`src/rtl/fetch_pc_unit.sv`:
```
// Fetch PC owner: issues in-order word fetches, buffers epoch-tagged responses for decode; FETCH_MISALIGN_CHECK_EN halts on misaligned redirect.
// Latency: response to out_valid 1 cycle; redirect to new fetch address and flush pulse 1 cycle.
// Backpressure: issue is gated on inflight + buffered < DEPTH, so the response FIFO can never overflow.
module fetch_pc_unit #(
    parameter logic [31:0] RESET_PC = 32'h0000_0000,
    parameter int unsigned DEPTH    = 4
) (
    input  logic        clk,
    input  logic        rst,
    input  logic        branch_taken,
    input  logic [31:0] branch_pc,
    output logic        imem_req_valid,
    input  logic        imem_req_ready,
    output logic [31:0] imem_req_addr,
    input  logic        imem_resp_valid,
    input  logic [31:0] imem_resp_data,
    output logic        out_valid,
    input  logic        out_ready,
    output logic [31:0] out_pc,
    output logic [31:0] out_data,
    output logic        flush,
    output logic        misalign_err
);
    localparam int unsigned AW = $clog2(DEPTH);
    localparam int unsigned CW = $clog2(2 * DEPTH + 1);

    logic [31:0]   pc_q;
    logic [31:0]   tail_pc_q;
    logic          epoch_q;
    logic [CW-1:0] inflight_q;
    logic [CW-1:0] inflight_d;
    logic [DEPTH-1:0] tag_q;
    logic [AW-1:0] tag_wr_q;
    logic [AW-1:0] tag_rd_q;
    logic [31:0]   fifo_pc_q   [DEPTH];
    logic [31:0]   fifo_data_q [DEPTH];
    logic [AW-1:0] fifo_wr_q;
    logic [AW-1:0] fifo_rd_q;
    logic [CW-1:0] fifo_cnt_q;
    logic [CW-1:0] fifo_cnt_d;
    logic          flush_q;
    logic          run_q;
    logic          halted_q;
    logic          misalign_q;

    logic [31:0]   target_pc;
    logic          bad_target;
    logic          issue_fire;
    logic          resp_ok;
    logic          resp_push;
    logic          out_pop;

    assign target_pc = {branch_pc[31:2], 2'b00};

`ifdef FETCH_MISALIGN_CHECK_EN
    assign bad_target = branch_taken && (branch_pc[1:0] != 2'b00);
`else
    logic unused_pc_lsb;
    assign unused_pc_lsb = ^branch_pc[1:0];
    assign bad_target    = 1'b0;
`endif

    // run_q keeps requests off until the first edge after reset release.
    assign imem_req_valid = run_q && !halted_q && ((inflight_q + fifo_cnt_q) < CW'(DEPTH));
    assign imem_req_addr  = pc_q;
    assign issue_fire     = imem_req_valid && imem_req_ready;

    // A response with nothing outstanding is a protocol violation and is ignored.
    assign resp_ok   = imem_resp_valid && (inflight_q != '0);
    assign resp_push = resp_ok && (tag_q[tag_rd_q] == epoch_q) && !branch_taken;

    assign out_valid = (fifo_cnt_q != '0);
    assign out_pc    = fifo_pc_q[fifo_rd_q];
    assign out_data  = fifo_data_q[fifo_rd_q];
    assign out_pop   = out_valid && out_ready;

    assign flush        = flush_q;
    assign misalign_err = misalign_q;

    assign inflight_d = inflight_q + CW'(issue_fire) - CW'(resp_ok);
    assign fifo_cnt_d = fifo_cnt_q + CW'(resp_push) - CW'(out_pop);

    always_ff @(posedge clk or negedge rst) begin
        if (!rst) begin
            pc_q       <= RESET_PC;
            tail_pc_q  <= RESET_PC;
            epoch_q    <= 1'b0;
            inflight_q <= '0;
            tag_q      <= '0;
            tag_wr_q   <= '0;
            tag_rd_q   <= '0;
            for (int i = 0; i < DEPTH; i++) begin
                fifo_pc_q[i]   <= '0;
                fifo_data_q[i] <= '0;
            end
            fifo_wr_q  <= '0;
            fifo_rd_q  <= '0;
            fifo_cnt_q <= '0;
            flush_q    <= 1'b0;
            run_q      <= 1'b0;
            halted_q   <= 1'b0;
            misalign_q <= 1'b0;
        end else begin
            run_q      <= 1'b1;
            flush_q    <= branch_taken;
            inflight_q <= inflight_d;
            // Tags follow the request even across a redirect; stale ones are filtered on return.
            if (issue_fire) begin
                tag_q[tag_wr_q] <= epoch_q;
                tag_wr_q        <= tag_wr_q + AW'(1);
            end
            if (resp_ok) begin
                tag_rd_q <= tag_rd_q + AW'(1);
            end
            if (branch_taken) begin
                pc_q       <= target_pc;
                tail_pc_q  <= target_pc;
                epoch_q    <= ~epoch_q;
                fifo_wr_q  <= '0;
                fifo_rd_q  <= '0;
                fifo_cnt_q <= '0;
                if (bad_target) begin
                    halted_q   <= 1'b1;
                    misalign_q <= 1'b1;
                end
            end else begin
                if (issue_fire) begin
                    pc_q <= pc_q + 32'd4;
                end
                if (resp_push) begin
                    fifo_pc_q[fifo_wr_q]   <= tail_pc_q;
                    fifo_data_q[fifo_wr_q] <= imem_resp_data;
                    fifo_wr_q              <= fifo_wr_q + AW'(1);
                    tail_pc_q              <= tail_pc_q + 32'd4;
                end
                if (out_pop) begin
                    fifo_rd_q <= fifo_rd_q + AW'(1);
                end
                fifo_cnt_q <= fifo_cnt_d;
            end
        end
    end
endmodule
```
`config.mk`:
```
export PLATFORM = sky130hd
export DESIGN_NAME = fetch_pc_unit
export DESIGN_NICKNAME = d
export VERILOG_FILES = /design/src/rtl/fetch_pc_unit.sv
export SDC_FILE = /design/constraint.sdc
export NUM_CORES = 1
export LEC_CHECK = 0
export BUFFER_PORTS_ARGS = -buffer_cell sky130_fd_sc_hd__buf_2
export CAP_MARGIN = 20
export CORE_MARGIN = 4
export CORE_UTILIZATION = 45
export DETAILED_ROUTE_END_ITERATION = 16
export SLEW_MARGIN = 20
export SYNTH_ARGS = -nofsm -noshare
export SYNTH_HDL_FRONTEND = slang
export SYNTH_SLANG_ARGS = --single-unit
```
`constraint.sdc`:
```
create_clock -name clk -period 4.6 [get_ports clk]
set_clock_uncertainty 0.2 [all_clocks]
set_input_delay 0.46 -clock clk [delete_from_list [all_inputs] [get_ports clk]]
set_output_delay 0.46 -clock clk [all_outputs]
set_load 0.02 [all_outputs]
```
# Word level (Yosys, flattened, before mapping)
# Index checks and enable logic that the tools add are counted.
# W data, S select, Z words.
totals:
  register_bits: 343
  elab_cells: 82
classes:
  n_addsub: 11
  n_lt_le_gt_ge: 7
  eq_ne: 1
  mux: 24
  bitwise_logic: 4
  reduce_logical: 15
op_table:
  columns: ["op", "count"]
  rows:
  - ["$mux W32", 9]
  - ["$bwmux W128", 2]
  - ["$bmux W32 S2", 2]
  - ["$add A32 B3 Y32 const B", 2]
  - ["$demux W32 S2", 1]
  - ["$add A2 B1 Y2 const B", 4]
  - ["$add A4 B1 Y4", 2]
  - ["$logic_and A1 B1 Y1", 8]
  - ["$mux W2", 4]
  - ["$reduce_bool A4 Y1", 2]
  - ["$sub A4 B1 Y4", 2]
  - ["$ge A3 B3 Y1 const B", 2]
  - ["$lt A2 B3 Y1 const B", 2]
  - ["$not A2 Y3", 2]
  - ["$reduce_bool A2 Y1", 3]
  - ["$add A4 B4 Y4", 1]
  - ["$bwmux W4", 1]
  - ["$lt A4 B3 Y1 const B", 1]
  - ["$mux W4", 1]
  - ["$lt A3 B1 Y1 const B", 1]
  - ["$bmux W1 S2", 1]
  - ["$demux W1 S2", 1]
  - ["$ge A2 B1 Y1 const B", 1]
  - ["$mux W1", 2]
  - ["other kinds (4)", 5]

# Longest topological paths before layout
# Gate-level depths: netlist (run 1).
logic_depth:
  depth_word: 8
  depth_mapped: 13
  ltp_nobuf: 13

# Worst setup path before layout (run 1)
# No wires, ideal clock.
synth_timing:
  path_type: "register to register"
  from: "reg inflight_q[1]"
  to: "reg inflight_q[2]"
  setup_ns: 0.123
  arrival_time_ns: 2.865
  required_time_ns: 4.277
  path_slack_ns: 1.412
  path_stages_with_launch: 12
  n_path_buf: 1
  synth_period_minus_slack_ns: 3.188
  cell_sequence: "dfrtp_1 ha_1 a31o_2 or3_1 buf_6 a21oi_2 inv_1 ha_1 inv_1 ha_1 fa_1 xor2_1"
synth_via:
  elab_chain_cells: 6
synth_lines:
  columns: ["item", "line_no", "text"]
  rows:
  - ["start, declared", "30", "logic [CW-1:0] inflight_q;"]
  - ["start signal, assigned", "106", "inflight_q <= inflight_d;"]
  - ["$add A4 B4 Y4", "64", "assign imem_req_valid = run_q && !halted_q && ((inflight_q + fifo_cnt_q) < CW'(DEPTH));"]
  - ["$lt A4 B3 Y1", "64", null]
  - ["$logic_and A1 B1 Y1", "64", null]
  - ["$logic_and A1 B1 Y1", "66", "assign issue_fire = imem_req_valid && imem_req_ready;"]
  - ["$add A4 B1 Y4", "80", "assign inflight_d = inflight_q + CW'(issue_fire) - CW'(resp_ok);"]
  - ["$sub A4 B1 Y4 (*)", "80", null]
  - ["named net inflight_d[2]", "31", "logic [CW-1:0] inflight_d;"]
# The timed path passes the listed nets; every way through them passes the cells marked *.
# A chain may end at the register's enable or synchronous reset.

# Worst setup path after layout (run 1)
# Same ends and word-level chain as after synthesis.

==> results of run 1 <==
what timing repair did:
item                       4_1_cts  5_1_grt
resized for setup                0        0
setup endpoints to repair        0        0
hold buffers                     2        0
hold endpoints to repair       113        0
how the worst max path moves through the flow:
stage / startpoint / endpoint / cells past startpoint
floorplan: inflight_q[1]$_DFF_PN0_ / inflight_q[2]$_DFF_PN0_ / 11
global route: inflight_q[1]$_DFF_PN0_ / inflight_q[2]$_DFF_PN0_ / 10
finish: inflight_q[1]$_DFF_PN0_ / inflight_q[2]$_DFF_PN0_ / 10
global placement: inflight_q[1]$_DFF_PN0_ / inflight_q[2]$_DFF_PN0_ / 10
detailed placement: inflight_q[1]$_DFF_PN0_ / inflight_q[2]$_DFF_PN0_ / 10
CTS: inflight_q[1]$_DFF_PN0_ / inflight_q[2]$_DFF_PN0_ / 10
cell type report:
| cell class | instances | area (µm²) |
|---|---|---|
| Fill cell | 2861 | 15760 |
| Clock inverter | 6 | 33.78 |
| Inverter | 26 | 97.59 |
| Clock buffer | 57 | 1134 |
| Multi-Input combinational cell | 678 | 6870 |
| Sequential cell | 331 | 8290 |
| Timing Repair Buffer | 178 | 1033 |
| Tap cell | 448 | 560.5 |
worst max-delay path, cell delays in order (launching register included):
cell	delay, ps
dfrtp_1	420
ha_1	300
a31o_2	250
or3_1	600
a21oi_2	440
inv_1	200
ha_1	320
inv_1	40
ha_1	200
fa_1	390
xor2_1	170
cell usage in the layout (no fill, tap or decap), types with 15 or more instances in the layout:
master     synthesis  final
nand2_1           30     26
clkbuf_16          0     39
mux4_2            63     63
dfrtp_1          331    329
nand3_1           25     25
nor2_1            23     23
xnor2_1           30     30
mux2_2           268    268
nor3_1            15     15
ha_1              22     22
buf_2             24    161
nand4_1           19     19
inv_1             25     25
o31a_1            22     22
stage by stage:
step | hold slack (ps) | area (µm²) | std cells
floorplan | -35.59 | 15570 | 1109
global placement | 277.8 | 16830 | 1659
detailed placement | 284.1 | 16830 | 1659
CTS | 0.9625 | 18020 | 1724
global route | 14.60 | 18020 | 1724
finish | 20.39 | 18020 | 1724
sequential cells by signal, indices dropped and copies added, names as in the netlist, 2 cells and up:
register and flops:
tag_wr_q 2, tag_q 4, tail_pc_q 30, fifo_pc_q 120
fifo_rd_q 2, tag_rd_q 2, fifo_cnt_q 4, imem_req_addr 30
fifo_data_q 128, inflight_q 4, fifo_wr_q 2
cell families after synthesis:
family	Yosys count	synth area share, %
adders and majority gates	24	2.027
DFF	331	53.25
xor gates and xnor gates	45	2.630
other	2	0.04828
and+or+nand+nor	179	6.314
AOI/OAI and AO/OA	92	4.271
buffers and inverters	100	2.872
muxes	332	28.59
layer usage:
metal	vias to the layer above	global-route usage, %	share of wire [%]
met1	5012	26.15	46
met2	169	30.90	49
li1	4383	-	-
met5	-	0	0
met3	50	2.763	3.6
met4	0	4.141	1.9
where the power goes:
part           internal [mW]  total (mW)  leakage (nW)  switching (mW)
logic                   2.11        4.08          3.41            1.96
registers               3.89        4.60          4.18           0.711
clock network           1.69        2.83         0.580            1.14
total                   7.69        11.5          8.18            3.81
==> metrics.md, run 1 <==
| Metric | Value |
|---|---|
| Netlist Area Pre-Place | `0.01555 mm²` |
| Number of global-route vias before repair | `10140` |
| Setup slack at placement | `942.3 ps` |
| Status | `completed` |
| Critical Path Source Type | `flip-flop` |
| Synth top area cells | `dfrtp_1 (53%), mux2_2 (19%), mux4_2 (9.1%)` |
| Beginning of the worst hold path | `branch_pc[18]` |
| Iteration-0 DRC Markers | `343` |
| Wire per inst | `20.24 µm` |
| Worst-path fanout max | `15` |
| Starting Density | `46.04%` |
| Critical Path RT | `4800 ps` |
| GP Congestion | `0.8004` |
| Via density | `5.577` |
| R2r setup slk | `950 ps` |
| FF-to-FF path depth | `10` |
| Largest net degree at the start of global routing | `115` |
| Clock root buffer | `clkbuf_16` |
| Critical path endpoint category | `flip-flop` |
| Maximum clock rate | `273.6 MHz` |
| Worst Hold End | `tail_pc_q[18]$_DFFE_PN0N_` |
| Die H | `193.9 µm` |
| Min Tclk post-route | `3655 ps` |
| Clk sinks | `331` |
| Die Width | `193.9 µm` |
| Maxcap violations | `0` |
| Layout Utilization | `53.34%` |
| Longest Clk Path Bufs | `3` |
| Fin. Hold Viols | `0` |
| Relative max-transition margin | `29.21%` |
| Slew Viols, Final | `0` |
| Tot Pwr | `11.50 mW` |
| Io pins | `170` |
| Post-synthesis sequential area ratio | `53.25%` |
| Setup WS post-layout | `945.3 ps` |
| Nets | `1347` |
| Worst Hold Class | `in2reg` |
| Hpwl dp | `22770 µm` |
| CTS H-tree depth | `2` |
| Worst r2r src | `inflight_q[1]$_DFF_PN0_` |
| Synthesis-stage register bit count | `331` |
| Clock slew at the register clock pins of the worst setup and hold paths | `60 ps` |
| Clock Latency Late Sink | `520 ps` |
| TritonRoute pass-1 iters | `4` |
| Final setup TNS | `0 ps` |
| Share of layout cells above drive strength 1 | `45.22%` |
| TritonCTS Buffers | `38` |
| Die footprint | `0.03761 mm²` |
| Post-synth top cells | `dfrtp_1 (331), mux2_2 (268), mux4_2 (63), clkbuf_1 (33)` |
| Antenna violations before repair | `0` |
| Synth top area share | `53.25%` |
| Setup CP Type | `reg2reg` |
| Worst VDD drop | `0.3900 mV` |
| Overflow after GRT | `0` |
| Number of synthesized flops with an enable pin | `0` |
| Via count | `9614` |
| Residual DRC | `0` |
| Top-count cell post-synth | `dfrtp_1` |
| Setup violators final | `0` |
| Arr. time, crit path | `3860 ps` |
| Area Growth Syn to Fin | `15.85%` |
| Pwr dens | `638.3 mW/mm²` |
| Antenna Violating Nets Remaining | `0` |
| Measured slew at the worst slew-check pin | `1062 ps` |
| Worst Hold Depth | `2` |
| Setup bufs post-CTS | `0` |
| Port bufs | `162` |
| First-pass GRT wire length | `57220 µm` |
| Total GRT Usage | `18.56%` |
| # rows | `67` |
| LEAKAGE | `8.176 nW` |
| Final period util | `79.45%` |
| Synth Instances | `1105` |
| Leading area contributor after synthesis | `dfrtp_1` |
| CTS tree | `built` |
| Fraction of registers with async set/reset | `100.0%` |
| Ys Warns | `0` |
| Total wire length | `34890 µm` |
| Mapped Avg Cell Area | `14.08 µm²` |
| Worst flop-to-flop path endpoint | `inflight_q[2]$_DFF_PN0_` |
| Diode count | `0` |
| Core area | `0.03378 mm²` |
| RSZ-0062 raised after global routing | `false` |
| Top FF cell, synth | `dfrtp_1` |
| Synth cell types | `53` |
Note: power is estimated with default switching activity, not from simulation.
==> run 2: changes to the inputs <==
- PLACE_DENSITY: not set -> 0.66
- clock period: 4.6 -> 3.2 ns (I/O delays scaled with it)
==> run 2 against run 1 <==
- total power up 48%
- critical path type unchanged
- sequential power increased by 41%
- hold slack better by 6.4 ps
- final cell count is 4.7% higher
- via count increased by 3.8%
- first-iteration DRC count is 37% higher
- core utilization rose by 2.6 points
- wire length increased by 2.9%
==> metrics.md, run 2 (synthesized netlist as in run 1, its figures left out) <==
| Metric | Value |
|---|---|
| Overflow after GRT | `0` |
| Maxcap violations | `0` |
| Post-Layout Inst Area | `0.01891 mm²` |
| Worst Hold Class | `in2reg` |
| First-pass GRT wire length | `59240 µm` |
| Nets | `1422` |
| Top flop regs | `fifo_data_q: 128 flops, fifo_pc_q: 120 flops` |
| Worst Hold End | `tail_pc_q[21]$_DFFE_PN0N_` |
| Port bufs | `162` |
| Max reg flops | `128` |
| Largest net degree at the start of global routing | `88` |
| Slew Viols, Final | `0` |
| Via count | `9984` |
| Residual DRC | `0` |
| Setup violators final | `0` |
| Clock slew at the register clock pins of the worst setup and hold paths | `60 ps` |
| Wire per inst | `19.89 µm` |
| Critical Path Source Type | `flip-flop` |
| Commonest non-fill, non-tap cell in the layout | `dfrtp_1` |
| Antenna Violating Nets Remaining | `0` |
| Reg with most FFs | `fifo_data_q` |
| Clock root buffer | `clkbuf_16` |
| RSZ-0062 raised after global routing | `false` |
| Worst VDD drop | `0.5572 mV` |
| Clock Latency Late Sink | `520 ps` |
| Longest Clk Path Bufs | `3` |
| Worst-path fanout max | `26` |
| Antenna violations before repair | `0` |
| CTS tree | `built` |
| Worst r2r src | `inflight_q[1]$_DFF_PN0_` |
| Pwr dens | `902.2 mW/mm²` |
| Worst flop-to-flop path endpoint | `imem_req_addr[31]$_DFFE_PN0N_` |
| Core area | `0.03378 mm²` |
| Relative max-transition margin | `49.61%` |
| Final setup TNS | `0 ps` |
| Via density | `5.531` |
| Critical Path RT | `3430 ps` |
| Area Growth Syn to Fin | `21.59%` |
| Die Width | `193.9 µm` |
| Setup bufs post-CTS | `0` |
| Total wire length | `35910 µm` |
| Final period util | `95.52%` |
| Hpwl dp | `23910 µm` |
| # rows | `67` |
| Placed Area | `0.01704 mm²` |
| FF-to-FF path depth | `7` |
| LEAKAGE | `8.544 nW` |
| TritonCTS Buffers | `37` |
| R2r setup slk | `140 ps` |
| Starting Density | `46.04%` |
| CTS H-tree depth | `2` |
| Die H | `193.9 µm` |
| Maximum clock rate | `327.2 MHz` |
| Number of global-route vias before repair | `10760` |
| Fin. Hold Viols | `0` |
| Arr. time, crit path | `3290 ps` |
| Final std cells w/o fill | `1805` |
| Hold WS | `26.80 ps` |
| Tot Pwr | `17.06 mW` |
| Setup CP Type | `reg2reg` |
| Critical path endpoint category | `flip-flop` |
| Diode count | `0` |
| Placed Cells incl. Taps | `1678` |
| Share of layout cells above drive strength 1 | `44.66%` |
| Total GRT Usage | `19.15%` |
| TritonRoute pass-1 iters | `5` |
| Iteration-0 DRC Markers | `469` |
| Clk sinks | `331` |
| Min Tclk post-route | `3057 ps` |
| Io pins | `170` |
| Worst Hold Depth | `3` |
| Status | `completed` |
| Die footprint | `0.03761 mm²` |
| GP Congestion | `0.8055` |
| Most frequent cells in the layout | `dfrtp_1 (329), mux2_2 (268), buf_2 (161)` |
| Beginning of the worst hold path | `branch_pc[21]` |
| Measured slew at the worst slew-check pin | `755.9 ps` |
-- run 2: worst max-delay path by stage --
stage,to,depth (start not counted),slack [ps],startpoint
2_1_floorplan,inflight_q[2]$_DFF_PN0_,11,10,inflight_q[1]$_DFF_PN0_
3_3_place_gp,fifo_data_q[64]$_DFFE_PN0P_,7,90,tag_rd_q[0]$_DFFE_PN0P_
3_5_place_dp,fifo_data_q[70]$_DFFE_PN0P_,7,60,tag_rd_q[0]$_DFFE_PN0P_
4_1_cts,fifo_data_q[70]$_DFFE_PN0P_,7,30,tag_rd_q[0]$_DFFE_PN0P_
5_1_grt,inflight_q[2]$_DFF_PN0_,10,10,inflight_q[1]$_DFF_PN0_
6_report,imem_req_addr[31]$_DFFE_PN0N_,7,140,inflight_q[1]$_DFF_PN0_
-- run 2: through the flow --
step                worst slack [ps]  utilization, %
CTS                            31.47           55.96
detailed placement             59.66           50.44
global placement               94.99           50.44
global route                   12.43           55.98
floorplan                      12.15               -
finish                         143.5           55.98
-- run 2: final cells by class --
| class | instances | area (µm²) |
|---|---|---|
| Clock inverter | 12 | 125.1 |
| Sequential cell | 331 | 8288 |
| Timing Repair Buffer | 254 | 1834 |
| Clock buffer | 56 | 1150 |
| Inverter | 26 | 97.59 |
| Multi-Input combinational cell | 678 | 6858 |
| Tap cell | 448 | 560.5 |
| Fill cell | 2744 | 14870 |
-- run 2: timing repair --
action / 4_1_cts / 5_1_grt
endpoints found under the hold margin: 256 / 0
endpoints found under the setup margin: 0 / 58
hold buffers: 59 / 0
gates resized for setup: 0 / 2
-- run 2: power breakdown --
group	switching [mW]	internal, mW
clock network	1.68	2.65
registers	0.916	5.59
logic	3.04	3.19
-- run 2: critical path, stage by stage (launching register included) --
cell     delay [ps]
dfrtp_1         420
ha_1            310
a31o_2          260
or3_1           390
buf_4           210
a211o_4         460
or4_1           540
a31oi_1         180
-- run 2: metal layers --
metal | wire [µm] | vias up | part of all wire, % | global-route usage, %
met1 | 16010 | 5174 | 45 | 26.18
met5 | 0 | - | 0 | 0
met4 | 695 | 0 | 1.9 | 4.766
li1 | - | 4538 | - | -
met3 | 1416 | 55 | 3.9 | 3.023
met2 | 17780 | 217 | 50 | 32.41
==> run 3: changes to the inputs <==
==> constraint.sdc (replaced) <==
create_clock -name clk -period 3.2 [get_ports clk]
set_clock_uncertainty 0.2 [all_clocks]
set_input_delay 0.64 -clock clk [delete_from_list [all_inputs] [get_ports clk]]
set_output_delay 0.64 -clock clk [all_outputs]
set_load 0.02 [all_outputs]
==> run 3 against run 2 <==
- flip-flop and latch count is the same
- sequential share of layout area is 1.3 points higher
- clock-buffer cell count shrank 2
- die area stayed put
- critical path depth shrank 1
- wire length down 2.1%
- cell area down 2.8%
- via count decreased by 1.7%
- worst setup slack worse by 19 ps
==> metrics.md, run 3 (synthesized netlist as in run 1, its figures left out) <==
| Metric | Value |
|---|---|
| Status | `completed` |
| RSZ-0062 raised after global routing | `false` |
| Core area | `0.03378 mm²` |
| Total wire length | `35170 µm` |
| Port bufs | `162` |
| Total GRT Usage | `18.81%` |
| Share of layout cells above drive strength 1 | `46.66%` |
| Critical Path RT | `2360 ps` |
| Starting Density | `46.04%` |
| Commonest non-fill, non-tap cell in the layout | `dfrtp_1` |
| Via density | `5.611` |
| Measured slew at the worst slew-check pin | `738.7 ps` |
| Number of global-route vias before repair | `10400` |
| Fin. Hold Viols | `0` |
| Setup violators final | `0` |
| Via count | `9814` |
| Diode count | `0` |
| Overflow after GRT | `0` |
| Iteration-0 DRC Markers | `448` |
| Setup CP Type | `reg2out` |
| Clock slew at the register clock pins of the worst setup and hold paths | `60 ps` |
| Antenna Violating Nets Remaining | `0` |
| Worst r2r src | `fifo_cnt_q[1]$_DFF_PN0_` |
| Worst-path fanout max | `14` |
| Final setup TNS | `0 ps` |
| Top flop regs | `fifo_data_q: 128 flops, fifo_pc_q: 120 flops` |
| Beginning of the worst hold path | `branch_pc[12]` |
| Die Width | `193.9 µm` |
| Longest Clk Path Bufs | `3` |
| Antenna violations before repair | `0` |
| Relative max-transition margin | `50.75%` |
| Critical Path Source Type | `flip-flop` |
| Min Tclk post-route | `3075 ps` |
| Placed Cells incl. Taps | `1680` |
| Clock Latency Late Sink | `520 ps` |
| CP cell instances | `ha_1 -> a31o_2 -> or3_4 -> buf_12 -> a21boi_2 -> buf_4` |
| Wire per inst | `20.11 µm` |
| Die H | `193.9 µm` |
| Hpwl dp | `23440 µm` |
| TritonRoute pass-1 iters | `5` |
| LEAKAGE | `8.333 nW` |
| Clock root buffer | `clkbuf_16` |
| Met1 wire length | `15950 µm` |
| Final period util | `96.10%` |
| Die footprint | `0.03761 mm²` |
| Final std cells w/o fill | `1749` |
| Area Growth Syn to Fin | `18.18%` |
| CTS H-tree depth | `2` |
| Residual DRC | `0` |
| Top Layer Used | `met4` |
| CTS tree | `built` |
| Layout Utilization | `54.41%` |
| # rows | `67` |
| Worst VDD drop | `0.5159 mV` |
| GP Congestion | `0.8079` |
| Total met3 wirelength after detailed routing | `1660 µm` |
| Hold WS | `177.3 ps` |
| Maxcap violations | `0` |
| Largest net degree at the start of global routing | `87` |
| Critical-path top delay cell | `dfrtp_1` |
| CP max stage delay | `380 ps` |
| Worst Hold Class | `in2reg` |
| Reg with most FFs | `fifo_data_q` |
| Placed Area | `0.01706 mm²` |
| Arr. time, crit path | `2240 ps` |
| Pwr dens | `928.8 mW/mm²` |
| Crit path launch | `fifo_cnt_q[1]$_DFF_PN0_` |
| Max reg flops | `128` |
| Post-Layout Inst Area | `0.01838 mm²` |
| Critical path endpoint category | `output pin` |
| Slew Viols, Final | `0` |
| WL met2 | `16980 µm` |
| Most frequent cells in the layout | `dfrtp_1 (329), mux2_2 (268), buf_2 (160)` |
| TritonCTS Buffers | `37` |
| Clk sinks | `331` |
| Nets | `1370` |
| Io pins | `170` |
| Maximum clock rate | `325.2 MHz` |
| First-pass GRT wire length | `57900 µm` |
-- run 3: cell count changes in the layout (fill, tap and decap cells not counted), moves of 2 or more --
| cell | before | now |
|---|---|---|
| dlygate4sd3_1 | 59 | 1 |
| buf_4 | 19 | 25 |
| clkbuf_8 | 11 | 7 |
| clkinvlp_4 | 3 | 0 |
| bufinv_16 | 2 | 4 |
| clkbuf_1 | 6 | 8 |
-- run 3: power breakdown --
group / internal (mW) / switching [mW]
sequential: 5.59 / 0.852
clock: 2.71 / 1.66
combinational: 3.20 / 3.07
-- run 3: repair_timing --
action                     CTS  global route
gates cloned                 0             0
buffers inserted             2             2
hold buffers                 1             0
hold endpoints to repair    38             0
gates resized for setup      3             5
pin swaps                    0             3
setup endpoints to repair    1             4
-- run 3: final timing paths --
check / endpoint / slack [ps] / cells past startpoint
setup / recovery: imem_req_valid / 120 / 6
hold / removal: imem_req_addr[12]$_DFFE_PN0N_ / 180 / 2
setup reg to reg: inflight_q[2]$_DFF_PN0_ / 230 / 10
hold reg to reg: tag_rd_q[1]$_DFFE_PN0P_ / 280 / 1
max in group asynchronous: fifo_pc_q[80]$_DFFE_PN0P_ / 1430 / 3
min in group asynchronous: fifo_data_q[115]$_DFFE_PN0P_ / 550 / 2
-- run 3: worst max-delay path: cells and delay by family (launching register included) --
kind / cells / cell delay, ps
AOI/OAI and AO/OA: 2 / 390
adders and majority gates: 1 / 290
buffers and inverters: 2 / 310
DFF: 1 / 380
and+or+nand+nor: 1 / 350
-- run 3: area by class of cell --
cell class,instances,area (µm²)
fill,2717,15400
sequential,331,8288
multi-input combinational,678,6867
timing repair buffer,202,1314
clock buffer,54,1102
tap,448,560.5
clock inverter,10,153.9
inverter,26,97.59
-- run 3: metal layers --
metal	global-route usage (%)	vias up
met2	31.21	238
met4	4.167	0
met5	0	-
met1	26.22	5087
met3	3.388	45
li1	-	4444
-- run 3: through the flow --
step | setup slack [ps] | power, mW
floorplan | 12.15 | 10.84
finish | 125.0 | 17.07
global placement | 148.5 | 12.55
CTS | 12.45 | 17.25
global route | 12.44 | 18.12
detailed placement | 122.3 | 12.76
